File: src/rtl/rf_pkg.sv
// Shared definitions for the classify sequencer: default parameter values,
// the sequencer state encoding and a width helper for index signals.
package rf_pkg;

    localparam int NUM_DATA_DEF    = 40;
    localparam int NUM_TREES_DEF   = 8;
    localparam int NUM_CLASSES_DEF = 4;
    localparam int ADDR_W_DEF      = 14;
    localparam int DATA_W_DEF      = 14;
    localparam int TIMEOUT_DEF     = 1023;

    typedef enum logic [2:0] {
        S_IDLE      = 3'd0,
        S_COLLECT   = 3'd1,
        S_LAUNCH    = 3'd2,
        S_WAIT_TREE = 3'd3,
        S_TALLY     = 3'd4,
        S_REPORT    = 3'd5
    } state_t;

    // Index width for n items; never narrower than one bit so a
    // single-item configuration still yields a legal vector.
    function automatic int idx_w(input int n);
        return (n > 1) ? $clog2(n) : 1;
    endfunction

endpackage

File: src/rtl/vote_tally.sv
// Per-class vote counters with a combinational majority select.
// Ties go to the lowest class index; all-zero counters select class 0.
module vote_tally
    import rf_pkg::*;
#(
    parameter int NUM_TREES   = NUM_TREES_DEF,
    parameter int NUM_CLASSES = NUM_CLASSES_DEF,
    localparam int CLS_W      = idx_w(NUM_CLASSES),
    localparam int VCNT_W     = $clog2(NUM_TREES + 1)
) (
    input  logic             clk,
    input  logic             rst,
    input  logic             add,
    input  logic [CLS_W-1:0] vote,
    input  logic             clear,
    output logic [CLS_W-1:0] winner
);

    logic [VCNT_W-1:0] r_cnt [NUM_CLASSES];
    logic [VCNT_W-1:0] w_best_cnt;
    logic [CLS_W-1:0]  w_best_idx;

    // Count votes per class; saturate instead of wrapping, clear has priority.
    always_ff @(posedge clk or posedge rst) begin
        if (rst) begin
            for (int c = 0; c < NUM_CLASSES; c++) r_cnt[c] <= '0;
        end else if (clear) begin
            for (int c = 0; c < NUM_CLASSES; c++) r_cnt[c] <= '0;
        end else if (add) begin
            for (int c = 0; c < NUM_CLASSES; c++) begin
                if (vote == CLS_W'(c) && r_cnt[c] != '1) r_cnt[c] <= r_cnt[c] + VCNT_W'(1);
            end
        end
    end

    // Strictly-greater compare scanning upward keeps the lowest index on ties.
    always_comb begin
        w_best_cnt = r_cnt[0];
        w_best_idx = '0;
        for (int c = 1; c < NUM_CLASSES; c++) begin
            if (r_cnt[c] > w_best_cnt) begin
                w_best_cnt = r_cnt[c];
                w_best_idx = CLS_W'(c);
            end
        end
        winner = w_best_idx;
    end

endmodule

File: src/rtl/classify_sequencer.sv
// Sequences one classification: collects a feature sample into a single-port
// memory, launches each tree in turn while serving its memory reads, counts
// the votes and reports the majority class.
//
// Tree read handshake: there is no ready; every tree_rd_req seen in
// WAIT_TREE is accepted that cycle, and tree_rd_valid is asserted exactly one
// cycle later with tree_rd_data carrying the memory output.
module classify_sequencer
    import rf_pkg::*;
#(
    parameter int NUM_DATA    = NUM_DATA_DEF,
    parameter int NUM_TREES   = NUM_TREES_DEF,
    parameter int NUM_CLASSES = NUM_CLASSES_DEF,
    parameter int ADDR_W      = ADDR_W_DEF,
    parameter int DATA_W      = DATA_W_DEF,
    parameter int TIMEOUT     = TIMEOUT_DEF,
    localparam int TIDX_W     = idx_w(NUM_TREES),
    localparam int CLS_W      = idx_w(NUM_CLASSES)
) (
    input  logic              clk,
    input  logic              rst,
    input  logic              col_we,
    input  logic [ADDR_W-1:0] col_addr,
    input  logic [DATA_W-1:0] col_data,
    input  logic              col_finish,
    output logic              tree_start,
    output logic [TIDX_W-1:0] tree_idx,
    input  logic              tree_rd_req,
    input  logic [ADDR_W-1:0] tree_rd_addr,
    output logic              tree_rd_valid,
    output logic [DATA_W-1:0] tree_rd_data,
    input  logic              tree_done,
    input  logic [CLS_W-1:0]  tree_vote,
    output logic              mem_we,
    output logic [ADDR_W-1:0] mem_addr,
    output logic [DATA_W-1:0] mem_wdata,
    input  logic [DATA_W-1:0] mem_rdata,
    output logic              calced,
    output logic [CLS_W-1:0]  result_class,
    output logic              busy,
    output logic              err_overrun,
    output logic              err_timeout
);

    localparam int WAIT_W = $clog2(TIMEOUT + 1);

    // A sample larger than the address space cannot be stored.
    if (NUM_DATA < 1 || NUM_DATA > (1 << ADDR_W)) begin : g_bad_num_data
        $error("classify_sequencer: NUM_DATA does not fit in ADDR_W");
    end

    state_t            r_state;
    state_t            w_next;
    logic [TIDX_W-1:0] r_tree;
    logic [WAIT_W-1:0] r_wait;
    logic              r_rd_valid;
    logic              r_err_overrun;
    logic              r_err_timeout;
    logic [CLS_W-1:0]  r_result;
    logic [CLS_W-1:0]  w_winner;
    logic              w_add;
    logic              w_clear;
    logic              w_last_tree;
    logic              w_timeout;
    logic              w_tree_end;
    logic              w_collecting;
    logic              w_mem_we;
    logic [ADDR_W-1:0] w_mem_addr;

    assign w_last_tree  = (r_tree == TIDX_W'(NUM_TREES - 1));
    assign w_timeout    = (r_state == S_WAIT_TREE) && !tree_done && (r_wait == WAIT_W'(TIMEOUT));
    assign w_tree_end   = (r_state == S_WAIT_TREE) && (tree_done || w_timeout);
    assign w_collecting = (r_state == S_IDLE) || (r_state == S_COLLECT);

    // State register.
    always_ff @(posedge clk or posedge rst) begin
        if (rst) r_state <= S_IDLE;
        else     r_state <= w_next;
    end

    // Next-state logic plus the vote-add / vote-clear strobes.
    always_comb begin
        w_next  = r_state;
        w_add   = 1'b0;
        w_clear = 1'b0;
        case (r_state)
            S_IDLE:      if (col_we) w_next = S_COLLECT;
            S_COLLECT:   if (col_finish) w_next = S_LAUNCH;
            S_LAUNCH:    w_next = S_WAIT_TREE;
            S_WAIT_TREE: begin
                w_add = tree_done;
                if (tree_done || w_timeout) w_next = w_last_tree ? S_TALLY : S_LAUNCH;
            end
            S_TALLY:     w_next = S_REPORT;
            S_REPORT: begin
                w_clear = 1'b1;
                w_next  = S_IDLE;
            end
            default:     w_next = S_IDLE;
        endcase
    end

    // Memory port mux: collector writes while collecting, tree reads while waiting.
    always_comb begin
        w_mem_we   = 1'b0;
        w_mem_addr = '0;
        if (w_collecting && col_we) begin
            w_mem_we   = 1'b1;
            w_mem_addr = col_addr;
        end else if (r_state == S_WAIT_TREE && tree_rd_req) begin
            w_mem_addr = tree_rd_addr;
        end
    end

    // Tree counter advances after each vote or timeout, cleared on report.
    always_ff @(posedge clk or posedge rst) begin
        if (rst)                             r_tree <= '0;
        else if (r_state == S_REPORT)        r_tree <= '0;
        else if (w_tree_end && !w_last_tree) r_tree <= r_tree + TIDX_W'(1);
    end

    // Wait counter restarts at each launch and holds once it reaches TIMEOUT.
    always_ff @(posedge clk or posedge rst) begin
        if (rst)                                                      r_wait <= '0;
        else if (r_state == S_LAUNCH)                                 r_wait <= '0;
        else if (r_state == S_WAIT_TREE && r_wait != WAIT_W'(TIMEOUT)) r_wait <= r_wait + WAIT_W'(1);
    end

    // Read-valid trails each accepted tree read by one cycle.
    always_ff @(posedge clk or posedge rst) begin
        if (rst) r_rd_valid <= 1'b0;
        else     r_rd_valid <= (r_state == S_WAIT_TREE) && tree_rd_req;
    end

    // Sticky error flags, cleared only by reset.
    always_ff @(posedge clk or posedge rst) begin
        if (rst) begin
            r_err_overrun <= 1'b0;
            r_err_timeout <= 1'b0;
        end else begin
            if (col_we && !w_collecting) r_err_overrun <= 1'b1;
            if (w_timeout)               r_err_timeout <= 1'b1;
        end
    end

    // Result register loads the majority as TALLY hands over to REPORT, so it
    // is already valid during the calced pulse and holds until the next one.
    always_ff @(posedge clk or posedge rst) begin
        if (rst)                     r_result <= '0;
        else if (r_state == S_TALLY) r_result <= w_winner;
    end

    vote_tally #(
        .NUM_TREES   (NUM_TREES),
        .NUM_CLASSES (NUM_CLASSES)
    ) u_vote_tally (
        .clk    (clk),
        .rst    (rst),
        .add    (w_add),
        .vote   (tree_vote),
        .clear  (w_clear),
        .winner (w_winner)
    );

    // Write enable is gated by reset so nothing reaches memory while held in reset.
    assign mem_we        = w_mem_we && !rst;
    assign mem_addr      = w_mem_addr;
    assign mem_wdata     = col_data;
    assign tree_start    = (r_state == S_LAUNCH);
    assign tree_idx      = r_tree;
    assign tree_rd_valid = r_rd_valid;
    assign tree_rd_data  = r_rd_valid ? mem_rdata : '0;
    assign calced        = (r_state == S_REPORT);
    assign result_class  = r_result;
    assign busy          = (r_state != S_IDLE);
    assign err_overrun   = r_err_overrun;
    assign err_timeout   = r_err_timeout;

endmodule

File: config.mk
export PLATFORM = sky130hd
export DESIGN_NAME = classify_sequencer
export DESIGN_NICKNAME = d
export VERILOG_FILES = /design/src/rtl/rf_pkg.sv /design/src/rtl/vote_tally.sv /design/src/rtl/classify_sequencer.sv
export SDC_FILE = /design/constraint.sdc
export NUM_CORES = 1
export LEC_CHECK = 0
export BUFFER_PORTS_ARGS = -buffer_cell sky130_fd_sc_hd__buf_2
export CAP_MARGIN = 20
export CELL_PAD_IN_SITES_DETAIL_PLACEMENT = 1
export CELL_PAD_IN_SITES_GLOBAL_PLACEMENT = 2
export CORE_UTILIZATION = 28
export CTS_CLUSTER_SIZE = 20
export DETAILED_ROUTE_END_ITERATION = 10
export GPL_ROUTABILITY_DRIVEN = 0
export HOLD_SLACK_MARGIN = 0.05
export PLACE_DENSITY = 0.92
export SLEW_MARGIN = 20
export SYNTH_ARGS = -nofsm -noshare
export SYNTH_HDL_FRONTEND = slang
export SYNTH_HIERARCHICAL = 1
export SYNTH_SLANG_ARGS = --single-unit
File: constraint.sdc
create_clock -name clk -period 4.5 [get_ports clk]
set_clock_uncertainty 0.1 [all_clocks]
set_input_delay 1.125 -clock clk [delete_from_list [all_inputs] [get_ports clk]]
set_output_delay 1.125 -clock clk [all_outputs]
set_load 0.1 [all_outputs]
==> results_dict.tcl <==
set metrics [dict create \
    r2r_start "u_vote_tally/r_cnt[14]" \
    row_count 35 \
    drtAntennaViolNets 0 \
    finalPower_mw 2.62 \
    whs_ns 0.377 \
    report.final.slew_viol_count 0 \
    synthCells 278 \
    clockBufferDepth 2 \
    drv_cap 0 \
    regToRegEndpoint "result_class[1]" \
    clk_pin_slew_ns 0.08 \
    yosysWarnings 6 \
    clk_latency_ns 0.30 \
    ys_seq_area_share_pct 34.2 \
    worstMarginPinSlew_ns 0.833 \
    cts_setup_buffers 0 \
    period_needed_ns 4.20 \
    setup_viol 0 \
    cts-buffers-inserted 5 \
    n_fill_cell 1139 \
    min-delay-path-class "flop to flop" \
    maxSlewHeadroom_pct 44.1 \
    vias 2321 \
    period_share_pct 93.2 \
    syn_area_um2 2710 \
    synth_cell_types 51 \
    cp-end-kind "flop" \
    drt-total-wl_um 7180 \
    tns_ns 0 \
    power.leakage_nw 1.64 \
    ys_ff_latch 37 \
    grt_max_degree 22 \
    crit_required_ns 4.59 \
    setup.worst_path.start_class "flop" \
    cts_root_buf "clkbuf_8" \
    hp-start "err_overrun" \
    syn2layout_area_growth_pct 20.1 \
    cellPowerDensity_nw_per_um2 808 \
    crit_path_max_fanout 5 \
    num-nets-final 435 \
    grt_overflow 0 \
    peakVddDrop_mv 0.268 \
    hold_depth 1 \
    die_h_um 100 \
    drive_gt1_share_pct 35.1 \
    core_area_um2 9280 \
    wl_per_cell_um 14.9 \
    io_pins 118 \
    fp.dieW_um 100 \
    path_class "flop to flop" \
    cts.sinks 37 \
    rrSetupSlack_ns 0.30 \
    grt_antenna_before_repair 0 \
    rsz0062_at_grt "false" \
    cp.arrival_ns 4.29 \
    status "finished, final reports clean" \
    max_freq_mhz 238 \
    syn_nets 361 \
    drc 0 \
    r2r_cells 18 \
    vias_per_cell 4.82 \
    dp_hpwl_um 5870 \
    syn_avg_cell_area_um2 9.73 \
    dr.pass1.iters 4 \
    dieArea_um2 10100 \
    start_util_pct 29.1 \
    holdPathEnd "err_overrun" \
    grt_pass1_vias 2547 \
    grt_pass1_wl_um 12100 \
    cts_tree "yes" \
    track_usage_pct 15.2 \
    antennaDiodeCount 0 \
    io_buffers 89 \
    htreeDepth 2 \
    report.final.hold_viol_count 0 \
    drtIter0Drc 62 \
]
## per-stage QoR
step | instance area (µm²) | utilization (%) | worst slack [ns] | instances
3_5_place_dp | 3150 | 33.9 | 0.290 | 474
5_1_grt | 3250 | 35.0 | 0.0447 | 482
4_1_cts | 3250 | 35.0 | 0.267 | 482
3_3_place_gp | 3150 | 33.9 | 0.482 | 474
2_1_floorplan | 2710 | - | 0.699 | 278
6_report | 3250 | 35.0 | 0.304 | 482
## registers in the layout (all words and copies together), names as in the netlist
| name | cells |
|---|---|
| u_vote_tally/r_cnt | 16 |
| r_wait | 10 |
| r_state | 3 |
| tree_idx | 3 |
| result_class | 2 |
| err_overrun | 1 |
| err_timeout | 1 |
| tree_rd_valid | 1 |
## area by class of cell
| type | count | area (µm²) | share of cell area (%) |
|---|---|---|---|
| multi-input cells | 197 | 1530 | 47.1 |
| flip-flops and latches | 37 | 926 | 28.5 |
| repair buffers | 91 | 460 | 14.2 |
| well taps | 129 | 161 | 4.97 |
| clock buffers | 6 | 82.6 | 2.54 |
| inverters | 20 | 75.1 | 2.31 |
| clock inverters | 2 | 13.8 | 0.424 |
## routing by layer
metal	GRT usage, %	vias to the layer above	part of all wire (%)
met2	30.5	73	54
met3	2.86	12	5.6
li1	-	1114	-
met4	4.79	0	1.2
met5	0	-	0
met1	15.6	1122	39
## layout by cell type, fill, tap and decap left out, drive strengths merged, types with 2 or more instances in the layout
master	synthesis	routed
o21a	2	2
a211oi	2	2
o21ai	11	11
nor2	24	24
mux2i	12	12
nand3	6	6
and4	2	2
nor2b	2	2
o31ai	4	4
buf	21	91
and2	17	17
a21oi	4	4
nand2b	3	3
nor3	4	4
clkbuf	3	6
o211ai	3	3
dfrtp	37	37
nand2	22	22
a22o	14	14
xnor2	10	10
clkinv	0	2
inv	20	20
ha	19	19
a311oi	4	4
mux2	7	7
nand4	9	9
xor2	4	4
## worst max path at each step
stage / end / startpoint / depth (start not counted)
3_5_place_dp: result_class[1] / u_vote_tally/r_cnt[14] / 18
5_1_grt: result_class[1] / u_vote_tally/r_cnt[14] / 18
2_1_floorplan: result_class[1] / u_vote_tally/r_cnt[10] / 17
4_1_cts: result_class[1] / u_vote_tally/r_cnt[14] / 18
6_report: result_class[1] / u_vote_tally/r_cnt[14] / 18
3_3_place_gp: result_class[1] / u_vote_tally/r_cnt[10] / 17
## worst max-delay path, cell delays in order (launching register included)
cell,delay (ns)
dfrtp_1,0.43
inv_1,0.10
ha_1,0.30
o21ai_1,0.16
a21oi_2,0.06
o21ai_4,0.22
mux2i_1,0.32
ha_1,0.30
a21oi_1,0.16
o21ai_0,0.16
nand2_2,0.16
mux2_2,0.35
ha_1,0.28
nor2b_1,0.13
o21a_1,0.16
o21a_1,0.16
o21ai_0,0.20
nand2_1,0.08
mux2_2,0.25
## power breakdown
part	total (mW)	switching (mW)	internal [mW]
registers	0.597	0.157	0.440
logic	1.77	1.23	0.541
clock network	0.255	0.131	0.124
## synthesized netlist by cell type, drive strengths merged
master   number  area [µm²]
dfrtp        37         926
nor2         24        90.1
nand2        22        82.6
buf          21         166
inv          20        75.1
ha           19         238
and2         17         109
a22o         14         123
mux2i        12         120
o21ai        11        66.3
xnor2        10        87.6
nand4         9        62.6
mux2          7        86.3
nand3         6        35.0
a21oi         4        23.8
a311oi        4        82.6
nor3          4        31.3
o31ai         4        35.0
xor2          4        35.0
clkbuf        3        11.3
nand2b        3        18.8
o211ai        3        22.5
a211oi        2        15.0
and4          2        17.5
nor2b         2        12.5
o21a          2        15.0
a2111oi       1        15.0
a21o          1        8.76
a22oi         1        7.51
a31o          1        8.76
and3          1        6.26
and3b         1        8.76
nand3b        1        20.0
nor3b         1        12.5
nor4          1        6.26
o221ai        1        8.76
o22ai         1        6.26
o31a          1        8.76
## cell families after synthesis
logic type      after synthesis  synth area share, %
xor+xnor                     14                 4.53
buf+inv                      44                 9.34
flops                        37                 34.2
simple gates                 94                 19.0
compound gates               51                 16.5
fa+ha+maj                    19                 8.79
mux                          19                 7.63
## what timing repair did
item                       in CTS  in global routing
setup endpoints to repair       0                  1
gates resized for setup         0                  1
hold endpoints to repair        0                  0
hold buffers                    0                  0
Note: power is estimated with default switching activity, not from simulation.
